### config.mk
export PLATFORM = sky130hd
export DESIGN_NAME = key_conditioner
export DESIGN_NICKNAME = d
export VERILOG_FILES = /design/src/rtl/key_conditioner.sv
export SDC_FILE = /design/constraint.sdc
export NUM_CORES = 1
export LEC_CHECK = 0
export BUFFER_PORTS_ARGS = -buffer_cell sky130_fd_sc_hd__buf_2
export CAP_MARGIN = 10
export CORE_MARGIN = 2
export CORE_UTILIZATION = 55
export DETAILED_ROUTE_END_ITERATION = 10
export PLACE_DENSITY_LB_ADDON = 0.08
export SYNTH_ARGS = -nofsm -noshare
export SYNTH_HDL_FRONTEND = slang
export SYNTH_HIERARCHICAL = 1
export SYNTH_SLANG_ARGS = --single-unit
### constraint.sdc
create_clock -name vclk -period 2.2 [get_ports vclk]
set_input_delay 0.44 -clock vclk [delete_from_list [all_inputs] [get_ports vclk]]
set_output_delay 0.44 -clock vclk [all_outputs]
set_load 0.01 [all_outputs]
### src/rtl/key_conditioner.sv
// key_conditioner: synchronizes, debounces and frame-aligns three push buttons into one-cycle move requests.
// Latency: raw edge -> debounced edge 2+DB_CYCLES cycles, +1 to pending, output the cycle after the next frame.
// Backpressure: none; requests that arrive between frames collapse into a single pending request.
//
// Ports: vclk (clock), rst (async active-high reset), frame (one-cycle frame pulse),
//        btn_left/btn_right/btn_down (raw asynchronous buttons), LEFT/RIGHT/DOWN (registered request pulses).
// Build option: define KEY_AUTOREPEAT_EN to generate repeat requests while a button is held;
//               without it each press yields exactly one request and no frame counters exist.

module key_conditioner_chan #(
    parameter int DB_CYCLES = 500000,
    parameter int DB_W      = 20,
    parameter int DELAY     = 12,
    parameter int RATE      = 4
) (
    input  logic vclk,
    input  logic rst,
    input  logic frame_i,
    input  logic btn_i,
    output logic pend_o
);

    logic [1:0]      sync_q;
    logic            db_q, db_d;
    logic [DB_W-1:0] db_cnt_q, db_cnt_d;
    logic            pend_q;

    // Debouncer: count only while the synchronized level disagrees with the debounced one.
    always_comb begin
        db_d     = db_q;
        db_cnt_d = '0;
        if (sync_q[1] != db_q) begin
            if (db_cnt_q == DB_W'(DB_CYCLES - 1)) begin
                db_d     = ~db_q;
                db_cnt_d = '0;
            end else begin
                db_cnt_d = db_cnt_q + 1'b1;
            end
        end
    end

    always_ff @(posedge vclk or posedge rst) begin
        if (rst) begin
            sync_q   <= '0;
            db_q     <= 1'b0;
            db_cnt_q <= '0;
        end else begin
            sync_q   <= {sync_q[0], btn_i};
            db_q     <= db_d;
            db_cnt_q <= db_cnt_d;
        end
    end

`ifdef KEY_AUTOREPEAT_EN
    localparam int MAXV = (DELAY > RATE) ? DELAY : RATE;
    localparam int CW   = $clog2(MAXV + 1);

    typedef enum logic [1:0] {S_IDLE, S_DELAY, S_REPEAT} state_t;
    state_t        state_q;
    logic [CW-1:0] fcnt_q;

    // Pending clears on every frame (emitted or cancelled by the conflict rule);
    // a set in the same cycle overrides the clear because it is assigned later.
    always_ff @(posedge vclk or posedge rst) begin
        if (rst) begin
            state_q <= S_IDLE;
            fcnt_q  <= '0;
            pend_q  <= 1'b0;
        end else begin
            if (frame_i) pend_q <= 1'b0;
            case (state_q)
                S_IDLE: begin
                    if (db_q) begin
                        state_q <= S_DELAY;
                        fcnt_q  <= CW'(DELAY);
                        pend_q  <= 1'b1;
                    end
                end
                S_DELAY, S_REPEAT: begin
                    if (!db_q) begin
                        state_q <= S_IDLE;
                        fcnt_q  <= '0;
                    end else if (frame_i) begin
                        if (fcnt_q == CW'(1)) begin
                            state_q <= S_REPEAT;
                            fcnt_q  <= CW'(RATE);
                            pend_q  <= 1'b1;
                        end else begin
                            fcnt_q <= fcnt_q - 1'b1;
                        end
                    end
                end
                default: state_q <= S_IDLE;
            endcase
        end
    end
`else
    typedef enum logic {S_IDLE, S_HELD} state_t;
    state_t state_q;

    always_ff @(posedge vclk or posedge rst) begin
        if (rst) begin
            state_q <= S_IDLE;
            pend_q  <= 1'b0;
        end else begin
            if (frame_i) pend_q <= 1'b0;
            case (state_q)
                S_IDLE: begin
                    if (db_q) begin
                        state_q <= S_HELD;
                        pend_q  <= 1'b1;
                    end
                end
                S_HELD: begin
                    if (!db_q) state_q <= S_IDLE;
                end
            endcase
        end
    end
`endif

    assign pend_o = pend_q;

endmodule

module key_conditioner #(
    parameter int DB_CYCLES    = 500000,
    parameter int DB_W         = 20,
    parameter int REPEAT_DELAY = 12,
    parameter int REPEAT_RATE  = 4,
    parameter int DOWN_RATE    = 2
) (
    input  logic vclk,
    input  logic rst,
    input  logic frame,
    input  logic btn_left,
    input  logic btn_right,
    input  logic btn_down,
    output logic LEFT,
    output logic RIGHT,
    output logic DOWN
);

    logic pend_left, pend_right, pend_down;
    logic left_q, left_d, right_q, right_d, down_q, down_d;

    key_conditioner_chan #(
        .DB_CYCLES(DB_CYCLES), .DB_W(DB_W), .DELAY(REPEAT_DELAY), .RATE(REPEAT_RATE)
    ) u_left (
        .vclk(vclk), .rst(rst), .frame_i(frame), .btn_i(btn_left), .pend_o(pend_left)
    );

    key_conditioner_chan #(
        .DB_CYCLES(DB_CYCLES), .DB_W(DB_W), .DELAY(REPEAT_DELAY), .RATE(REPEAT_RATE)
    ) u_right (
        .vclk(vclk), .rst(rst), .frame_i(frame), .btn_i(btn_right), .pend_o(pend_right)
    );

    key_conditioner_chan #(
        .DB_CYCLES(DB_CYCLES), .DB_W(DB_W), .DELAY(REPEAT_DELAY), .RATE(DOWN_RATE)
    ) u_down (
        .vclk(vclk), .rst(rst), .frame_i(frame), .btn_i(btn_down), .pend_o(pend_down)
    );

    // Simultaneous left and right requests cancel each other; both pendings still clear.
    always_comb begin
        left_d  = frame & pend_left  & ~pend_right;
        right_d = frame & pend_right & ~pend_left;
        down_d  = frame & pend_down;
    end

    always_ff @(posedge vclk or posedge rst) begin
        if (rst) begin
            left_q  <= 1'b0;
            right_q <= 1'b0;
            down_q  <= 1'b0;
        end else begin
            left_q  <= left_d;
            right_q <= right_d;
            down_q  <= down_d;
        end
    end

    assign LEFT  = left_q;
    assign RIGHT = right_q;
    assign DOWN  = down_q;

endmodule

==> impl_metrics.toml <==
[synthesis]
syn-mean-instance-area_um2 = 10.3
synth-seq-area-share_pct = 53.5
synthesis.area_um2 = 3650
synth_nets = 364
yosys_warnings = 6
synth_top_family_by_area = "simple AND/OR/NAND/NOR gates"
synth_compound_area_share_pct = 2.68
synth_xor_xnor_area_share_pct = 11.5
syn_inst = 355
synthSimpleGateAreaFrac_pct = 25.5
synthAdderAreaFrac_pct = 1.03
synth-seq-cells = 78
synth_cell_types = 26
synth_mux_area_share_pct = 2.57

[clocking]
post_cts_buffers = 0
clockBufferDepth = 2
insertion_delay_ps = 350
clock-root-buffer = "clkbuf_8"
cts_made_buffers = 9
cts_resized = 0
ctsHoldBuffers = 1
cts_tree = "built"
clkSinkCount = 78
htree_levels = 3
cts.clk_slew.worst_paths_ps = 80

[final_layout]
multi_input_area_um2 = 1580
instances_no_fill = 481
area_growth_pct = 13.8
fin_util_pct = 65.0
drive_gt1_share_pct = 15.6
diodes = 0
mostFrequentLayoutCells = "78 x dfrtp_1, 66 x nor2_1, 42 x xnor2_1"
mostFrequentLayoutCell = "dfrtp_1"
seq_area_um2 = 1950
nets = 408
fill_cells = 522

[setup_path]
worstPathArrival_ps = 2320
critPathLaunchType = "register"
end_kind = "register"
worstPathMaxFanout = 5
required_ps = 2430
criticalPathCategory = "reg2reg"

[floorplanning]
start_util_pct = 57.1
die_h_um = 85.4
rows = 29
die_area_um2 = 7300
die_w_um = 85.4
boundaryPins = 9
coreArea_um2 = 6390

[sta]
period_needed_ps = 2090
skew_ps = 5.93
slew_headroom_pct = 55.6
drv_slew = 0
finalHoldViolCount = 0
tns_ps = 0
fmax_ghz = 0.478
finalCritPeriodShare_pct = 95.1
rsz0062_at_grt = "false"
setup_viol = 0
tightest_slew_ps = 660

[placed_design]
dp.cells = 464
hpwl_mm = 4.73
io_buffers = 8
gp_congestion = 0.775

[detailed_routing]
drc = 0
ant_nets = 0
drtIter0Drc = 134
drt-vias-per-instance = 5.42
drt_pass1_iterations = 4
drt-total-wl_mm = 6.68
wl_per_cell_um = 13.9
vias = 2608

[global_routing]
grtUsageTotal_pct = 21.0
grt_pass1_vias = 2654
grt-ovfl-total = 0
antenna_found_initial = 0
grt_max_degree = 26
grt_pass1_wl_mm = 12.1

[run]
maxCapViolations = 0

[power_and_ir_drop]
pwr-share-clk_pct = 37.8
leakage_uw = 0.00170
power_frac_seq_pct = 58.5
peakVddDrop_mv = 0.425
p_int_uw = 1890
power.density_nw_per_um2 = 605
switching_share_pct = 24.5
switchingPower_uw = 614
power.share.combinational_pct = 3.8

[status]
outcome = "complete, no violations"

[worst_hold_path]
hp-class = "in2reg"
## power by group through the flow
stage	combinational, µW	clock (µW)	sequential (µW)
after floorplan	64.8	0	1490
after global placement	94.7	0	1490
after detailed placement	96.9	0	1490
after CTS	98.7	975	1470
after global routing	113	1030	1470
final	94.7	947	1470
## worst max-delay path, stage by stage, from the launching register on
cell and delay (ps):
dfrtp_1 430, or4b_1 510, or4_4 560, nor2_4 140, mux2_2 340
## layout make-up
class	count	share of cell area, %
Sequential cell	78	47.0
Multi-Input combinational cell	252	38.0
Timing Repair Buffer	36	6.39
Clock buffer	9	2.99
Tap cell	77	2.32
Inverter	22	1.99
Clock inverter	7	1.24
## per-stage QoR
step	cell area [µm²]	hold slack (ps)	setup WS (ps)	power [µW]
2_1_floorplan	3650	194	149	1560
3_3_place_gp	3960	332	122	1590
3_5_place_dp	3960	337	118	1590
4_1_cts	4150	173	104	2540
5_1_grt	4150	170	53.4	2610
6_report	4150	192	109	2510
## metal layers
metal | global-route usage [%] | routed length (µm)
met3 | 3.89 | 187
met4 | 10.2 | 143
met2 | 29.8 | 2950
met5 | 0 | 0
met1 | 31.2 | 3390
## cells in the mapped netlist, drive strengths merged
cell / instances / area (µm²)
buf: 3 / 33.8
nand2b: 3 / 18.8
or4: 3 / 33.8
nor2: 69 / 282
xor2: 6 / 52.6
and2: 4 / 25.0
and3b: 2 / 17.5
nor4b: 3 / 26.3
inv: 22 / 82.6
and3: 6 / 37.5
nand4: 12 / 75.1
nor3: 18 / 90.1
nand2: 18 / 67.6
nand3: 18 / 90.1
ha: 3 / 37.5
mux2i: 6 / 60.1
or4b: 3 / 30.0
o22ai: 3 / 18.8
nand3b: 3 / 22.5
o21ai: 9 / 78.8
dfrtp: 78 / 1950
xnor2: 42 / 368
nor4: 18 / 113
mux2: 3 / 33.8
## cell families after synthesis
kind of cell | after synthesis
compound gates | 12
flops | 78
simple gates | 180
buf+inv | 25
mux | 9
xor+xnor | 48
fa+ha+maj | 3
## state kept, by name, summed over array words and instances, names as in the netlist, 2 cells and up
register	cells
u_right/sync_q	2
u_down/sync_q	2
u_left/db_cnt_q	20
u_right/db_cnt_q	20
u_left/sync_q	2
u_down/db_cnt_q	20
## worst paths after layout
| kind | start | end | slack, ps | depth (start not counted) |
|---|---|---|---|---|
| hold reg to reg | u_down/sync_q[0]$_DFF_PP0_ | u_down/sync_q[1]$_DFF_PP0_ | 350 | 0 |
| min in group asynchronous | rst | u_left/pend_o$_DFF_PP0_ | 530 | 3 |
| setup / recovery | u_down/db_cnt_q[5]$_DFF_PP0_ | u_down/db_q$_DFFE_PP0P_ | 110 | 4 |
| max in group asynchronous | rst | u_left/db_cnt_q[15]$_DFF_PP0_ | 1180 | 4 |
| hold / removal | btn_left | u_left/sync_q[0]$_DFF_PP0_ | 190 | 1 |
| setup reg to reg | u_down/db_cnt_q[5]$_DFF_PP0_ | u_down/db_q$_DFFE_PP0P_ | 110 | 4 |
Note: power is estimated with default switching activity, not from simulation.
